--- src/rtl/rx_string_packer.sv ---
// rx_string_packer: packs UART rx bytes into an MSB-first string register.
// A message closes on CR/LF, on reaching MAX_CHARS, or on an inter-byte
// timeout. It is then held on o_string/o_len with o_valid high until the
// consumer acks it.
module rx_string_packer #(
  parameter int unsigned MAX_CHARS      = 16,
  parameter int unsigned TIMEOUT_CYCLES = 0,
  parameter int unsigned CNT_W          = 5
) (
  input  logic                   clk,
  input  logic                   rst,
  input  logic                   i_RX_dv,
  input  logic [7:0]             i_RX_byte,
  input  logic                   i_ack,
  output logic [8*MAX_CHARS-1:0] o_string,
  output logic [CNT_W-1:0]       o_len,
  output logic                   o_valid,
  output logic                   o_overrun
);

  localparam int unsigned SW = 8 * MAX_CHARS;
  localparam int unsigned TW = (TIMEOUT_CYCLES == 0) ? 1 : $clog2(TIMEOUT_CYCLES + 1);
  localparam bit          TMO_EN = (TIMEOUT_CYCLES != 0);
  localparam logic [CNT_W-1:0] LEN_LAST = CNT_W'(MAX_CHARS - 1);
  localparam logic [TW-1:0]    TMO_LAST = TW'(TIMEOUT_CYCLES - 1);

  typedef enum logic [1:0] {
    S_IDLE    = 2'd0,
    S_COLLECT = 2'd1,
    S_HOLD    = 2'd2
  } state_t;

  state_t          state;
  state_t          state_d;
  logic [TW-1:0]   timer;
  logic [TW-1:0]   timer_d;
  logic [SW-1:0]   string_d;
  logic [CNT_W-1:0] len_d;
  logic            valid_d;
  logic            overrun_d;
  logic            is_term;
  logic [SW-1:0]   byte_ext;

  assign is_term  = (i_RX_byte == 8'h0D) || (i_RX_byte == 8'h0A);
  assign byte_ext = SW'(i_RX_byte);

  // State register plus the registered outputs and idle timer.
  always_ff @(posedge clk) begin
    if (rst) begin
      state     <= S_IDLE;
      timer     <= '0;
      o_string  <= '0;
      o_len     <= '0;
      o_valid   <= 1'b0;
      o_overrun <= 1'b0;
    end else begin
      state     <= state_d;
      timer     <= timer_d;
      o_string  <= string_d;
      o_len     <= len_d;
      o_valid   <= valid_d;
      o_overrun <= overrun_d;
    end
  end

  // Next-state: close on terminator, full buffer or timeout; leave HOLD on ack.
  always_comb begin
    state_d = state;
    case (state)
      S_IDLE: begin
        if (i_RX_dv && !is_term) state_d = S_COLLECT;
      end
      S_COLLECT: begin
        if (i_RX_dv) begin
          if (is_term || (o_len == LEN_LAST)) state_d = S_HOLD;
        end else if (TMO_EN && (timer == TMO_LAST)) begin
          state_d = S_HOLD;
        end
      end
      S_HOLD: begin
        if (i_ack) begin
          if (i_RX_dv && !is_term) state_d = S_COLLECT;
          else                     state_d = S_IDLE;
        end
      end
      default: state_d = S_IDLE;
    endcase
  end

  // Output/datapath next values: shift-in, clear on release, sticky overrun.
  always_comb begin
    string_d  = o_string;
    len_d     = o_len;
    overrun_d = o_overrun;
    timer_d   = '0;
    valid_d   = (state_d == S_HOLD);
    case (state)
      S_IDLE: begin
        if (i_RX_dv && !is_term) begin
          string_d = byte_ext;
          len_d    = CNT_W'(1);
        end
      end
      S_COLLECT: begin
        if (i_RX_dv) begin
          if (!is_term) begin
            string_d = (o_string << 8) | byte_ext;
            len_d    = o_len + CNT_W'(1);
          end
        end else begin
          timer_d = timer + TW'(1);
        end
      end
      S_HOLD: begin
        if (i_ack) begin
          if (i_RX_dv && !is_term) begin
            string_d = byte_ext;
            len_d    = CNT_W'(1);
          end else begin
            string_d = '0;
            len_d    = '0;
          end
        end else if (i_RX_dv) begin
          overrun_d = 1'b1;
        end
      end
      default: begin
        string_d = '0;
        len_d    = '0;
      end
    endcase
  end

endmodule

--- config.mk ---
export PLATFORM = sky130hd
export DESIGN_NAME = rx_string_packer
export DESIGN_NICKNAME = d
export VERILOG_FILES = /design/src/rtl/rx_string_packer.sv
export SDC_FILE = /design/constraint.sdc
export NUM_CORES = 1
export LEC_CHECK = 0
export CAP_MARGIN = 20
export CELL_PAD_IN_SITES_DETAIL_PLACEMENT = 0
export CELL_PAD_IN_SITES_GLOBAL_PLACEMENT = 1
export CORE_MARGIN = 2
export CORE_UTILIZATION = 35
export DETAILED_ROUTE_END_ITERATION = 12
export PLACE_DENSITY_LB_ADDON = 0.08
export SYNTH_ARGS = -nofsm -noshare
export SYNTH_HDL_FRONTEND = slang
export SYNTH_SLANG_ARGS = --single-unit
--- constraint.sdc ---
create_clock -name clk -period 4.1 [get_ports clk]
set_input_delay 0.82 -clock clk [delete_from_list [all_inputs] [get_ports clk]]
set_output_delay 0.82 -clock clk [all_outputs]
set_load 0.005 [all_outputs]
==> impl_metrics.yaml <==
sta:
  rsz0062_at_grt: "false"
  hold_ws_ns: 0.478
  tns_ns: 0
  relSlewSlack_pct: 32.1
  hold_viol_final: 0
  final-setup-viol-count: 0
  fin_worst_skew_ns: 0.00781
  worstMarginPinSlew_ns: 1.02
  maxSlewViolCount: 0
  period_minus_slack_ns: 2.85
  timing.final.crit_share_pct: 69.6
  fmax_ghz: 0.350
cts:
  post_cts_buffers: 0
  clk-insertion-delay-late_ns: 0.42
  clk_path_buf_depth: 2
  numCtsBuffers: 17
  root_buffer: "clkbuf_16"
  postCtsHoldBufs: 0
  cts.repair.resized: 0
  cts_max_level: 4
  clock_sinks: 137
  cts_tree: "built"
  clk_pin_slew_ns: 0.06
logic_synthesis:
  synthXorXnorAreaFrac_pct: 0
  netlist_instances: 659
  synth.most_common_cell: "dfxtp_1"
  synth_area_leaders: "dfxtp_1 47%, o211ai_1 16%, nand4_1 13%, a21oi_1 10%, clkbuf_1 3.3%"
  mappedNetlistArea_mm2: 0.00587
  yosys.area_share.simple_pct: 15.5
  synthArstFlopShare_pct: 0
  synth.distinct_cells: 32
  synth.area.mux_share_pct: 0
  synth-seq-area-share_pct: 46.7
  avgSynthCellArea_um2: 8.91
  yosysWarnings: 0
  synth_fa_ha_area_share_pct: 0.426
  yosys.area.top_type_share_pct: 46.7
  syn_nets: 673
  yosys-top-cells-count: "137 x dfxtp_1, 124 x o211ai_1, 123 x a21oi_1"
  synth_edf_count: 0
  ys_ff_latch: 137
  synth_compound_area_share_pct: 29.7
  synth_top_family_by_area: "compound AO/OA/AOI/OAI gates"
  yosysTopAreaCell: "dfxtp_1"
  ys.flop_type: "dfxtp_1"
final_layout:
  drive_gt1_share_pct: 6.78
  syn_to_final_growth_pct: 36.2
  final_nets: 754
  seq_area_mm2: 0.00274
  num-fill-cells: 1619
  multi_input_area_mm2: 0.00273
  n_antenna_cell: 0
  fin_area_mm2: 0.00800
placed_design:
  port_buffers: 146
  gp_congestion: 0.708
  dp_hpwl_um: 11200
  postPlaceCellArea_mm2: 0.00738
global_routing:
  grt_pass1_vias: 5822
  antenna_found_initial: 0
  grt_pass1_wl_um: 32000
  grt_overflow: 0
  grtUsageTotal_pct: 22.1
  grt_max_degree: 123
worst_hold_path:
  hold_depth: 2
  hp-class: "reg -> reg"
job:
  max-cap-violations: 0
floorplan:
  core_area_mm2: 0.0165
  initial_core_util_pct: 35.7
  die_area_mm2: 0.0178
  ios: 147
  rows: 47
  fp.dieH_um: 134
  chipWidth_um: 134
critical_path:
  cp-end-kind: "flop"
  required_ns: 4.44
  cp_max_fo: 29
  criticalPathCategory: "in -> reg"
  cp-start-kind: "input pin"
  crit_arrival_ns: 3.19
  ff2ff_path_depth: 5
status:
  outcome: "finished clean"
route:
  highest-signal-layer: "met4"
  wl_per_cell_um: 20.3
  route.met2.wl_um: 9320
  via_per_inst: 6.00
  wl_met3_um: 1190
  ant_nets: 0
  wl_met1_um: 8990
  drt_pass1_iterations: 4
  drc: 0
  wl_um: 19700
  routed-via-count: 5831
  drt_iter0_drc: 597
power:
  power.static_leakage_uw: 0.00236
  power_density_mw_per_mm2: 395
  power_uw: 3160
  ir_worst_vdd_mv: 0.293
-- power by group --
| part | switching, µW | internal, µW | total [µW] |
|---|---|---|---|
| Clock | 595 | 1030 | 1620 |
| Combinational | 137 | 46.0 | 183 |
| Sequential | 9.65 | 1340 | 1350 |
-- path summary, 6_finish.rpt --
kind / from / end / slack (ns)
max: i_RX_byte[1] / o_string[103]$_SDFFE_PP0P_ / 1.25
min: o_overrun$_SDFFE_PP0P_ / o_overrun$_SDFFE_PP0P_ / 0.48
max reg2reg: state[1]$_SDFF_PP0_ / o_string[3]$_SDFFE_PP0P_ / 1.74
min reg2reg: o_overrun$_SDFFE_PP0P_ / o_overrun$_SDFFE_PP0P_ / 0.48
-- metal layers --
metal  vias up  track usage, %
met2       177            34.8
met1      2882            29.6
met5         -               0
met4         0            6.97
li1       2756               -
met3        16            5.71
-- critical path, stage by stage --
cell and delay, ns:
clkdlybuf4s50_1 0.50, nor3b_1 0.47, o2111a_2 0.69, buf_4 0.37
o211ai_1 0.14, a21oi_1 0.19
-- metrics by stage --
step,worst slack (ns),util (%),instances
after floorplan,2.09,-,659
after global placement,0.925,44.8,941
after detailed placement,0.834,44.8,941
after CTS,1.25,48.6,972
after global routing,1.09,48.6,972
final,1.25,48.6,972
-- logic make-up (layout without fill, tap and decap cells) --
family | after synthesis | count (layout)
adders and majority gates | 2 | 2
buffers and inverters | 102 | 195
and+or+nand+nor | 148 | 148
DFF | 137 | 137
AOI/OAI and AO/OA | 270 | 270
-- sequential cells by signal, summed over array words and instances, names as in the netlist --
name	cells
o_len	5
o_overrun	1
o_string	128
o_valid	1
state	2
-- area by class of cell --
type | instances | area share (%)
clock buffer | 19 | 5.54
clock inverter | 12 | 2.19
inverter | 5 | 0.235
multi-input combinational | 420 | 34.1
sequential | 137 | 34.3
tap | 220 | 3.44
timing repair buffer | 159 | 20.2
-- layout by cell type (no fill, tap or decap), drive strengths merged --
| cell type | count |
|---|---|
| nor3b | 2 |
| nand4b | 3 |
| a2111oi | 1 |
| o22ai | 2 |
| a22o | 8 |
| a21oi | 124 |
| nand3 | 2 |
| buf | 14 |
| inv | 5 |
| nand2b | 2 |
| dfxtp | 137 |
| nor2b | 3 |
| o211ai | 125 |
| a31oi | 4 |
| nand4 | 121 |
| o21ai | 4 |
| o2111a | 1 |
| nor3 | 2 |
| bufinv | 4 |
| clkbuf | 19 |
| nand3b | 2 |
| nand2 | 3 |
| and3 | 1 |
| clkinv | 5 |
| and3b | 1 |
| nor2 | 6 |
| ha | 2 |
| clkinvlp | 3 |
| clkdlybuf4s50 | 145 |
| a32o | 1 |
Note: power is estimated with default switching activity, not from simulation.
